<file path="src/rtl/kgp_fetch_pkg.sv">
// Shared definitions for the KGP-RISC instruction fetch stage.
// The opcode field bounds are also used by the control decoder.
package kgp_fetch_pkg;
  localparam int INSTR_W    = 32;
  localparam int PC_STEP    = 4;
  localparam int OPCODE_MSB = 31;
  localparam int OPCODE_LSB = 28;

  typedef enum logic [1:0] {
    FETCH = 2'd0,  // request outstanding, output empty
    VALID = 2'd1,  // output register live
    DRAIN = 2'd2   // stale request outstanding after a redirect
  } fetch_state_e;

  // Program counter update selector driven by the fetch FSM.
  typedef enum logic [1:0] {
    PC_HOLD   = 2'd0,
    PC_INC    = 2'd1,
    PC_REDIR  = 2'd2,  // take redirect_pc directly
    PC_TARGET = 2'd3   // take the stored redirect target
  } pc_op_e;
endpackage

</file>
<file path="src/rtl/fetch_pc.sv">
// Program counter and pending-redirect target registers.
// Ports:
//   clk, rst        clock, async active-high reset
//   op              pc update select (hold / +4 / redirect / stored target)
//   tgt_we          capture redirect_pc into target
//   redirect_pc     redirect address, low two bits forced to zero
//   pc              current fetch address (always 4-aligned)
module fetch_pc
  import kgp_fetch_pkg::*;
#(
  parameter logic [31:0] RESET_PC = 32'h0000_0000
) (
  input  logic         clk,
  input  logic         rst,
  input  pc_op_e       op,
  input  logic         tgt_we,
  input  logic [31:0]  redirect_pc,
  output logic [31:0]  pc
);
  logic [31:0] target;
  logic [31:0] redir_aligned;

  assign redir_aligned = {redirect_pc[31:2], 2'b00};

  always_ff @(posedge clk or posedge rst) begin
    if (rst) begin
      pc     <= {RESET_PC[31:2], 2'b00};
      target <= '0;
    end else begin
      if (tgt_we) target <= redir_aligned;
      case (op)
        PC_INC:    pc <= pc + 32'(PC_STEP);  // wraps modulo 2^32
        PC_REDIR:  pc <= redir_aligned;
        PC_TARGET: pc <= target;
        default:   pc <= pc;
      endcase
    end
  end
endmodule

</file>
<file path="src/rtl/instr_fetch.sv">
// Instruction fetch stage: owns the PC, issues imem requests, and holds one
// returned instruction for decode under a valid/stall handshake. Redirects
// flush the output; an in-flight response at redirect time is drained.
// Ports:
//   clk, rst                  clock, async active-high reset
//   imem_req/addr             request to instruction memory (addr = pc)
//   imem_ack/rdata            one-cycle response strobe and data
//   stall                     decode cannot accept this cycle
//   redirect_valid/pc         branch/jump redirect pulse and target
//   instr_valid/instr/opcode/instr_pc  registered output to decode
module instr_fetch
  import kgp_fetch_pkg::*;
#(
  parameter logic [31:0] RESET_PC = 32'h0000_0000
) (
  input  logic                clk,
  input  logic                rst,
  output logic                imem_req,
  output logic [31:0]         imem_addr,
  input  logic                imem_ack,
  input  logic [INSTR_W-1:0]  imem_rdata,
  input  logic                stall,
  input  logic                redirect_valid,
  input  logic [31:0]         redirect_pc,
  output logic                instr_valid,
  output logic [INSTR_W-1:0]  instr,
  output logic [3:0]          opcode,
  output logic [31:0]         instr_pc
);
  fetch_state_e state, state_n;
  pc_op_e       pc_op;
  logic         tgt_we;
  logic         load;
  logic [31:0]  pc;

  fetch_pc #(.RESET_PC(RESET_PC)) u_pc (
    .clk         (clk),
    .rst         (rst),
    .op          (pc_op),
    .tgt_we      (tgt_we),
    .redirect_pc (redirect_pc),
    .pc          (pc)
  );

  // A held instruction blocks further fetch while decode stalls; the
  // request is also suppressed while reset is asserted.
  assign imem_req    = !rst && ((state != VALID) || !stall);
  assign imem_addr   = pc;
  assign instr_valid = (state == VALID);

  always_comb begin
    state_n = state;
    pc_op   = PC_HOLD;
    tgt_we  = 1'b0;
    load    = 1'b0;
    case (state)
      FETCH, VALID: begin
        if (redirect_valid) begin
          // An un-acked request must finish at its original address.
          if (imem_req && !imem_ack) begin
            tgt_we  = 1'b1;
            state_n = DRAIN;
          end else begin
            pc_op   = PC_REDIR;
            state_n = FETCH;
          end
        end else if (state == VALID && stall) begin
          state_n = VALID;
        end else if (imem_ack) begin
          load    = 1'b1;
          pc_op   = PC_INC;
          state_n = VALID;
        end else begin
          state_n = FETCH;
        end
      end
      DRAIN: begin
        if (redirect_valid) begin
          tgt_we = 1'b1;
          if (imem_ack) begin
            pc_op   = PC_REDIR;  // newest redirect wins
            state_n = FETCH;
          end
        end else if (imem_ack) begin
          pc_op   = PC_TARGET;
          state_n = FETCH;
        end
      end
      default: state_n = FETCH;
    endcase
  end

  always_ff @(posedge clk or posedge rst) begin
    if (rst) begin
      state    <= FETCH;
      instr    <= '0;
      opcode   <= '0;
      instr_pc <= '0;
    end else begin
      state <= state_n;
      if (load) begin
        instr    <= imem_rdata;
        opcode   <= imem_rdata[OPCODE_MSB:OPCODE_LSB];
        instr_pc <= pc;
      end
    end
  end
endmodule

</file>
<file path="config.mk">
export PLATFORM = sky130hd
export DESIGN_NAME = instr_fetch
export DESIGN_NICKNAME = d
export VERILOG_FILES = /design/src/rtl/kgp_fetch_pkg.sv /design/src/rtl/fetch_pc.sv /design/src/rtl/instr_fetch.sv
export SDC_FILE = /design/constraint.sdc
export NUM_CORES = 1
export LEC_CHECK = 0
export ABC_CLOCK_PERIOD_IN_PS = 9000
export CAP_MARGIN = 10
export CORE_MARGIN = 3
export CORE_UTILIZATION = 40
export CTS_CLUSTER_DIAMETER = 200
export DETAILED_ROUTE_END_ITERATION = 16
export GPL_TIMING_DRIVEN = 0
export PLACE_DENSITY = 0.72
export SLEW_MARGIN = 20
export SYNTH_ARGS = -nofsm -noshare
export SYNTH_HDL_FRONTEND = slang
export SYNTH_SLANG_ARGS = --single-unit
</file>
<file path="constraint.sdc">
create_clock -name clk -period 9 [get_ports clk]
set_clock_uncertainty 0.05 [all_clocks]
set_input_delay 2.7 -clock clk [delete_from_list [all_inputs] [get_ports clk]]
set_output_delay 2.7 -clock clk [all_outputs]
set_load 0.01 [all_outputs]
</file>
* After elaboration in Yosys (flattened, before gate mapping) *
Index checks and enable logic that the tools add are counted.

word-level totals
  bits of input ports = 69
  flip-flop bits (word level) = 132
  output and inout bits = 102

operators by class
  $add $sub $neg = 1
  multiplexer cells = 22
  reductions and logical operators = 10
  eq/ne operators = 7

operators by type and width
  kind                                                                     number
  32-bit case mux with 3 select lines                                      1
  32-bit by 3-bit adder with 32-bit output, second input constant          1
  2-bit two-way mux                                                        8
  1-bit two-way mux                                                        10
  2-bit case mux with 2 select lines                                       2
  2-bit equality test, second input constant                               3
  2-bit by 1-bit equality test with 1-bit output, second input constant    2
  1-bit logical AND                                                        3
  1-bit logical NOT                                                        3
  3-bit nonzero test                                                       1
  2-bit logical NOT                                                        1
  2-bit by 1-bit inequality test with 1-bit output, second input constant  1
  2-bit inequality test, second input constant                             1
  1-bit case mux with 2 select lines                                       1
  2-bit OR reduction                                                       1
  1-bit logical OR                                                         1

* Depth between registers and ports, before layout *
Gate-level depths: netlist of run 1.

  word-level depth = 9
  depth in mapped cells = 7
  mapped depth without buffers = 6

* Cells and area by module *
Synthesis of run 1 repeated with hierarchy kept, for this count alone.

second synthesis, totals
  cells, all modules = 505
  area, all modules = 6324.8 um^2

modules (own cells, without submodules)
  module       cells an instance  times used  area each (um^2)  sequential area each (um^2)
  fetch_pc     345                1           3510.9            1501.4
  instr_fetch  160                1           2813.9            1651.6

* Least setup slack after synthesis of run 1 *
OpenSTA, ideal clock, no wires.

  path kind = in2reg
  start point = in rst
  end point = reg state[1]
  setup time = 0.094 ns
  required time = 8.856 ns
  stages = 3
  path slack = 3.163 ns
  arrival time = 5.693 ns
  cells stage by stage = inv_1 > a21oi_1 > nor3_1

on the way
  longest elaborated chain between the ends = 6

ends and longest elaborated chain
  what                                RTL line            source
  from (decl)                         instr_fetch.sv:17   input logic rst,
  1-bit logical NOT (no line)         -
  1-bit logical AND                   instr_fetch.sv:47   assign imem_req = !rst && ((state != VALID) || !stall);
  1-bit logical AND                   instr_fetch.sv:60   if (imem_req && !imem_ack) begin
  2-bit two-way mux                   instr_fetch.sv:60
  2-bit two-way mux                   instr_fetch.sv:58   if (redirect_valid) begin
  2-bit case mux with 2 select lines  instr_fetch.sv:56   case (state)
  to (signal assigned)                instr_fetch.sv:100  state <= state_n;
  to (decl)                           instr_fetch.sv:30   fetch_state_e state, state_n;

No other way between the ends.
A chain may end at the register's enable or synchronous reset.

* Worst setup path after layout of run 1 *
  start point = in rst
  end point = out imem_req

on the way
  longest elaborated chain between the ends = 2

ends and longest elaborated chain
  what                         RTL line           source
  1-bit logical NOT (no line)  -
  1-bit logical AND            instr_fetch.sv:47
  to (decl)                    instr_fetch.sv:18  output logic imem_req,

No other way between the ends.

==> metrics.md, run 1 <==
| Metric | Value |
|---|---|
| Clk slew on worst S/H paths | `60 ps` |
| Hold Fails Final Rpt | `0` |
| Wire length per cell | `17.0 um` |
| HP Class | `flop to flop` |
| Area of the multi-input gates | `2400 sq um` |
| FILL cells | `1,071` |
| WL final | `14,100 um` |
| GR Overflow Total | `0` |
| Cts repair resizes | `0` |
| Via-per-instance ratio | `5.08` |
| Number of global-route vias before repair | `4,530` |
| Most common cell after layout, fill and taps aside | `clkdlybuf4s50_1` |
| Register area share after synthesis | `0.546` |
| # port buffers | `164` |
| PwrDens | `258 nW/um^2` |
| Fin Setup TNS | `0 ps` |
| Mean Syn Cell Area | `12.5 sq um` |
| Routed Antenna Nets | `0` |
| Peak supply drop | `0.215 mV` |
| GP Congestion | `0.768` |
| GR Util All Layers | `0.187` |
| Row Count | `42` |
| RSZ-0062 raised after global routing | `false` |
| Dpl hpwl | `10,300 um` |
| Worst-Skew Late Latency | `420 ps` |
| Post-place setup slack | `2280 ps` |
| # IOs | `171` |
| Crit Path Max Fanout | `4` |
| P&R area growth vs syn | `45.2%` |
| Fmax | `149 MHz` |
| CTS buffer count | `17` |
| Core Footprint | `13,600 sq um` |
| Least-Margin Pin Slew | `671 ps` |
| Commonest cells after routing, fill and taps aside | `164 x clkdlybuf4s50_1, 124 x dfrtp_1, 116 x mux2_2, 42 x nand2_1, 30 x o21ai_0` |
| Yosys reg bits | `124` |
| Hold-fix buffers, CTS | `0` |
| CTS tree | `built` |
| 1st-pass router iterations | `5` |
| Kind of critical path | `primary input to output port` |
| Initial Util | `0.419` |
| Residual DRC count | `0` |
| Min Tclk post-route | `6710 ps` |
| Initial drt markers | `209` |
| Layout cells sized above 1 | `0.265` |
| Post-Syn Area | `5680 sq um` |
| Data required, critical path | `6250 ps` |
| Post-synthesis cell count | `454` |
| Largest net degree at the start of global routing | `73` |
| Full die area | `15,700 sq um` |
| Number of max-cap violations | `0` |
| First-pass GRT wire length | `23,400 um` |
| Worst Slack Setup Final | `2290 ps` |
| Die boundary height | `125 um` |
| # setup viols final | `0` |
| Pleak | `3.43 nW` |
| DIE WIDTH | `125 um` |
| Status | `completed` |
| Vias | `4,216` |
| Register area | `3100 sq um` |
| Slew Viols, Final | `0` |
| CTS Sinks | `124` |
| Yosys warnings | `0` |
| CTS Root Cell | `clkbuf_16` |
| Max-Slew Margin vs Limit | `0.552` |
| Post-synth cell types | `35` |
| Post-CTS Setup Bufs | `0` |
| Initial antenna violation count | `0` |
| Final Cycle Share | `0.746` |
| Worst Setup End Kind | `output port` |
| WP data arrival | `3960 ps` |
| H-Tree Depth | `4` |
| Critical Path Start Type | `primary input` |
| Post-layout net count | `711` |
| Ant. Diodes | `0` |
| Clock Path Buffers | `2` |
[metal layers]
| layer | up-vias | global-route usage | wire, um |
|---|---|---|---|
| met2 | 150 | 0.302 | 6850 |
| met4 | 0 | 0.0682 | 300 |
| met1 | 2077 | 0.236 | 6020 |
| met5 | - | 0 | 0 |
| met3 | 22 | 0.0597 | 957 |
| li1 | 1967 | - | - |
[metrics by stage]
| stage | power, mW | cell area [sq um] | hold slack [ps] | std cells | utilization |
|---|---|---|---|---|---|
| after CTS | 2.16 | 8240 | 436 | 830 | 0.608 |
| after detailed placement | 1.39 | 7580 | 423 | 798 | 0.559 |
| final | 2.13 | 8240 | 428 | 830 | 0.608 |
| after floorplan | 1.06 | 5690 | 425 | 457 | - |
| after global routing | 2.24 | 8240 | 458 | 830 | 0.608 |
| after global placement | 1.37 | 7550 | 416 | 797 | 0.557 |
[synthesized netlist by cell type]
| master | instances | share of area |
|---|---|---|
| nor3_1 | 7 | 0.0062 |
| nor4_1 | 2 | 0.0022 |
| and2_1 | 1 | 0.0011 |
| o21a_1 | 2 | 0.0026 |
| nand2b_1 | 2 | 0.0022 |
| nand4_4 | 1 | 0.0037 |
| nand2_1 | 42 | 0.028 |
| buf_2 | 8 | 0.0071 |
| nand4_1 | 13 | 0.014 |
| mux2i_1 | 6 | 0.011 |
| conb_1 | 1 | 0.00066 |
| or2_1 | 1 | 0.0011 |
| o21ai_0 | 30 | 0.026 |
| buf_4 | 8 | 0.011 |
| a211oi_1 | 1 | 0.0013 |
| dfrtp_1 | 124 | 0.55 |
| and4_2 | 2 | 0.0035 |
| mux2_2 | 116 | 0.23 |
| nor4_4 | 2 | 0.0075 |
| o2bb2ai_1 | 1 | 0.0015 |
| nand3_1 | 16 | 0.014 |
| nand4_2 | 1 | 0.0022 |
| xnor2_1 | 2 | 0.0031 |
| o31a_1 | 1 | 0.0015 |
| inv_1 | 5 | 0.0033 |
| nand3b_1 | 1 | 0.0013 |
| ha_1 | 1 | 0.0022 |
| a21oi_1 | 4 | 0.0035 |
| and3_1 | 3 | 0.0033 |
| clkbuf_1 | 11 | 0.0073 |
| nor2_1 | 10 | 0.0066 |
| buf_6 | 2 | 0.0040 |
| nor2b_1 | 1 | 0.0011 |
| a31oi_1 | 1 | 0.0011 |
| xor2_1 | 25 | 0.039 |
[worst max-delay path: stages]
cell and delay [ps]:
clkdlybuf4s50_1 540, a21oi_1 170, clkdlybuf4s50_1 560
[registers in the layout, summed over array words and instances (netlist names)]
name         flops
instr_pc        30
u_pc.pc         30
state            2
u_pc.target     30
instr           32
[area by class of cell]
type | count | share of cell area
inverter | 5 | 0.00288
clock buffer | 21 | 0.0571
tap | 176 | 0.0267
buffer | 29 | 0.0199
clock inverter | 11 | 0.0229
timing repair buffer | 165 | 0.202
sequential | 124 | 0.376
multi-input combinational | 299 | 0.292
[final timing paths]
| check | start | end | slack (ps) | cells after the start |
|---|---|---|---|---|
| setup / recovery | rst | imem_req | 2290 | 3 |
| hold / removal | instr_pc[26] | instr_pc[26] | 430 | 2 |
| setup reg to reg | state[1] | u_pc.pc[23] | 6810 | 6 |
| hold reg to reg | instr_pc[26] | instr_pc[26] | 430 | 2 |
| max in group asynchronous | rst | instr[24] | 5410 | 3 |
| min in group asynchronous | rst | u_pc.target[9] | 2780 | 2 |
[report_power, final]
part / switching, mW / internal (mW)
clock: 0.243 / 0.512
sequential: 0.108 / 0.699
combinational: 0.217 / 0.351
[cell families after synthesis]
logic type,Yosys count,share of synthesized area
XOR/XNOR,27,0.0416
buffers and inverters,34,0.0322
AO/OA/AOI/OAI,40,0.0381
AND/OR/NAND/NOR,105,0.0983
flip-flops,124,0.546
other,1,0.000660
adder cells (fa/ha/maj),1,0.00220
multiplexers,122,0.241
Power figures use the tool's default switching activity.
==> run 2, diff against run 1 <==
ABC_CLOCK_PERIOD_IN_PS = 6000   (was 9000)
PLACE_DENSITY = 0.74   (was 0.72)
clock period = 6 ns   (was 9 ns; I/O delays follow)
==> metrics.md, run 2 (synthesized netlist as in run 1, its figures left out) <==
| Metric | Value |
|---|---|
| Number of max-cap violations | `0` |
| Cts repair resizes | `0` |
| Least-Margin Pin Slew | `695 ps` |
| Routed Antenna Nets | `0` |
| Core Footprint | `13,600 sq um` |
| Dpl hpwl | `10,200 um` |
| Design Area, Final | `8100 sq um` |
| Hold-fix buffers, CTS | `0` |
| R2r endpoint | `u_pc.pc[23]` |
| CTS tree | `built` |
| Largest net degree at the start of global routing | `84` |
| Crit Path Max Fanout | `4` |
| Hold Fails Final Rpt | `0` |
| PwrDens | `365 nW/um^2` |
| WP data arrival | `3100 ps` |
| GP Congestion | `0.761` |
| FILL cells | `1,114` |
| Full die area | `15,700 sq um` |
| Most common cell after layout, fill and taps aside | `clkdlybuf4s50_1` |
| Reg2Reg Depth | `6` |
| Peak supply drop | `0.210 mV` |
| Pleak | `3.36 nW` |
| H-Tree Depth | `4` |
| Number of global-route vias before repair | `4,386` |
| P&R area growth vs syn | `42.6%` |
| Post-CTS Setup Bufs | `0` |
| Slew Viols, Final | `0` |
| DIE WIDTH | `125 um` |
| 1st-pass router iterations | `6` |
| Final Cycle Share | `0.825` |
| Layout cells sized above 1 | `0.253` |
| Hold WS | `431 ps` |
| CTS buffer count | `17` |
| Initial antenna violation count | `0` |
| Initial drt markers | `200` |
| Min Tclk post-route | `4950 ps` |
| Critical Path Start Type | `primary input` |
| Commonest cells after routing, fill and taps aside | `164 x clkdlybuf4s50_1, 124 x dfrtp_1, 116 x mux2_2, 42 x nand2_1, 30 x o21ai_0` |
| Clock Path Buffers | `2` |
| Data required, critical path | `4150 ps` |
| Kind of critical path | `primary input to output port` |
| Hold EP | `instr_pc[2]` |
| WL final | `13,800 um` |
| Wire length per cell | `16.6 um` |
| Vias | `4,190` |
| Hold Path Stages | `2` |
| Area after detailed placement | `7580 sq um` |
| CTS Root Cell | `clkbuf_16` |
| RSZ-0062 raised after global routing | `false` |
| Worst Setup End Kind | `output port` |
| Max-Slew Margin vs Limit | `0.537` |
| HP Class | `flop to flop` |
| Die boundary height | `125 um` |
| Setup slack, reg-to-reg | `3780 ps` |
| Final Power | `2.95 mW` |
| Residual DRC count | `0` |
| # port buffers | `164` |
| Via-per-instance ratio | `5.07` |
| Initial Util | `0.419` |
| Clk slew on worst S/H paths | `50 ps` |
| CTS Sinks | `124` |
| Fin Setup TNS | `0 ps` |
| Ant. Diodes | `0` |
| GR Overflow Total | `0` |
| First-pass GRT wire length | `22,900 um` |
| Status | `completed` |
| Post-layout net count | `711` |
| Max FFs per register | `32` |
| # setup viols final | `0` |
| Worst R2R Start | `state[1]` |
| Hold Crit Start | `instr_pc[2]` |
| GR Util All Layers | `0.182` |
| Worst-Skew Late Latency | `410 ps` |
| Row Count | `42` |
| Most flops, register | `instr` |
| # IOs | `171` |
| Fmax | `202 MHz` |
==> run 2: final cells by class <==
class,count,area [sq um],share of cell area
clock inverters,2,10.0,0.00124
inverters,5,23.8,0.00294
flip-flops and latches,124,3100,0.383
plain buffers,29,164,0.0202
multi-input cells,299,2400,0.297
well taps,176,220,0.0272
clock buffers,27,503,0.0621
repair buffers,165,1670,0.206
==> run 2: worst max-delay path by stage <==
stage / end / slack (ps) / cells past startpoint / start
final: imem_req / 1050 / 3 / rst
after global routing: imem_req / 1010 / 3 / rst
after CTS: imem_req / 1070 / 3 / rst
after detailed placement: imem_req / 1090 / 3 / rst
after global placement: instr[1] / -940 / 2 / rst
after floorplan: instr[0] / 830 / 1 / rst
==> run 2: report_power, final <==
part	internal [mW]	leakage, nW	switching [mW]
combinational	0.526	1.62	0.322
sequential	1.05	1.49	0.163
clock	0.562	0.253	0.329
total	2.14	3.36	0.814
==> run 2: through the flow <==
step                cells  worst slack [ps]   util
finish                827              1050  0.597
global route          827              1010  0.597
CTS                   827              1070  0.597
detailed placement    798              1090  0.559
global placement      797              -943  0.557
floorplan             457               832      -
==> run 2: critical path, cell delays in order <==
cell,delay (ps)
clkdlybuf4s50_1,550
a21oi_1,180
clkdlybuf4s50_1,560
==> run 2: per-layer routing <==
metal | share of wire | track usage | vias to the layer above | wire length, um
met4 | 0.011 | 0.0561 | 0 | 148
met3 | 0.066 | 0.0516 | 15 | 902
met1 | 0.43 | 0.237 | 2082 | 5940
li1 | - | - | 1963 | -
met5 | 0 | 0 | - | 0
met2 | 0.49 | 0.299 | 130 | 6770
==> run 3, diff against run 2 <==
ABC_CLOCK_PERIOD_IN_PS = 4200   (was 6000)
clock period = 4.2 ns   (was 6 ns; I/O delays follow)
==> metrics.md, run 3 (synthesized netlist as in run 1, its figures left out) <==
| Metric | Value |
|---|---|
| Most flops, register | `instr` |
| Row Count | `42` |
| Dpl hpwl | `10,600 um` |
| H-Tree Depth | `4` |
| HP Class | `flop to flop` |
| Hold Path Stages | `2` |
| CTS tree | `built` |
| Post-CTS Setup Bufs | `0` |
| Vias | `4,232` |
| Layout cells sized above 1 | `0.263` |
| Hold-fix buffers, CTS | `0` |
| Worst Slack Setup Final | `387 ps` |
| P&R area growth vs syn | `45.7%` |
| Slew Viols, Final | `0` |
| Min Tclk post-route | `3810 ps` |
| Area of the multi-input gates | `2400 sq um` |
| Initial Util | `0.419` |
| Number of max-cap violations | `0` |
| Reg2Reg Depth | `6` |
| Crit Path Max Fanout | `5` |
| Post-place setup slack | `418 ps` |
| Worst-Skew Late Latency | `410 ps` |
| Data required, critical path | `2890 ps` |
| Max-Slew Margin vs Limit | `0.532` |
| Via-per-instance ratio | `5.08` |
| Clk slew on worst S/H paths | `50 ps` |
| Die boundary height | `125 um` |
| Wire length per cell | `17.4 um` |
| WL final | `14,500 um` |
| First-pass GRT wire length | `23,900 um` |
| Final Cycle Share | `0.908` |
| CTS Sinks | `124` |
| Worst Setup End Kind | `output port` |
| Initial antenna violation count | `0` |
| Pleak | `3.44 nW` |
| Least-Margin Pin Slew | `702 ps` |
| # setup viols final | `0` |
| Hold Fails Final Rpt | `0` |
| # port buffers | `164` |
| WL met2 | `7260 um` |
| GR Overflow Total | `0` |
| Number of global-route vias before repair | `4,519` |
| Cts repair resizes | `0` |
| Routed Antenna Nets | `0` |
| Max layer used | `met4` |
| Commonest cells after routing, fill and taps aside | `164 x clkdlybuf4s50_1, 124 x dfrtp_1, 116 x mux2_2, 42 x nand2_1, 30 x o21ai_0` |
| Clock Path Buffers | `2` |
| Final Power | `4.53 mW` |
| Most common cell after layout, fill and taps aside | `clkdlybuf4s50_1` |
| Ant. Diodes | `0` |
| RSZ-0062 raised after global routing | `false` |
| CTS buffer count | `17` |
| Kind of critical path | `primary input to output port` |
| PwrDens | `547 nW/um^2` |
| Post-layout net count | `714` |
| 1st-pass router iterations | `4` |
| Register area | `3100 sq um` |
| # IOs | `171` |
| Residual DRC count | `0` |
| Met3 WL | `993 um` |
| Peak supply drop | `0.257 mV` |
| FILL cells | `1,114` |
| Met1 wire length | `5950 um` |
| Fmax | `262 MHz` |
| Core Footprint | `13,600 sq um` |
| CTS Root Cell | `clkbuf_16` |
| Status | `completed` |
| DIE WIDTH | `125 um` |
| GR Util All Layers | `0.194` |
| Full die area | `15,700 sq um` |
| GP Congestion | `0.784` |
| Max FFs per register | `32` |
| Initial drt markers | `173` |
| Largest net degree at the start of global routing | `32` |
| Critical Path Start Type | `primary input` |
| WP data arrival | `2500 ps` |
[run 3: through the flow]
stage | utilization | hold WS [ps] | setup TNS [ps] | cells | cell area, sq um
final | 0.610 | 437 | 0 | 833 | 8280
after global routing | 0.610 | 457 | 0 | 833 | 8280
after CTS | 0.610 | 443 | 0 | 833 | 8280
after detailed placement | 0.563 | 431 | 0 | 801 | 7640
after global placement | 0.557 | 417 | -788 | 797 | 7560
after floorplan | - | 425 | 0 | 457 | 5690
[run 3: worst paths after layout]
path                        startpoint               to  slack [ps]
max                              stall         imem_req         390
min                        instr_pc[2]      instr_pc[2]         440
max reg2reg                   state[1]      u_pc.pc[13]        1940
min reg2reg                instr_pc[2]      instr_pc[2]         440
max in group asynchronous          rst         instr[1]        2010
min in group asynchronous          rst  u_pc.target[10]        1200
[run 3: final cells by class]
| cell class | instances | area share |
|---|---|---|
| multi-input cells | 299 | 0.291 |
| well taps | 176 | 0.0266 |
| inverters | 5 | 0.00272 |
| plain buffers | 29 | 0.0198 |
| flip-flops and latches | 124 | 0.375 |
| clock buffers | 26 | 0.0615 |
| clock inverters | 6 | 0.0157 |
| repair buffers | 168 | 0.208 |
[run 3: layer usage]
layer	vias up	global-route usage
li1	1981	-
met1	2077	0.235
met2	147	0.322
met3	27	0.0665
met4	0	0.0733
met5	-	0
[run 3: critical path: stages]
cell and delay, ps:
clkdlybuf4s50_1 520, a21oi_1 170, clkdlybuf4s50_1 550
[run 3: power by group]
part	total, mW	internal [mW]	switching, mW
logic	1.23	0.757	0.470
registers	1.74	1.50	0.237
clock network	1.57	1.07	0.497
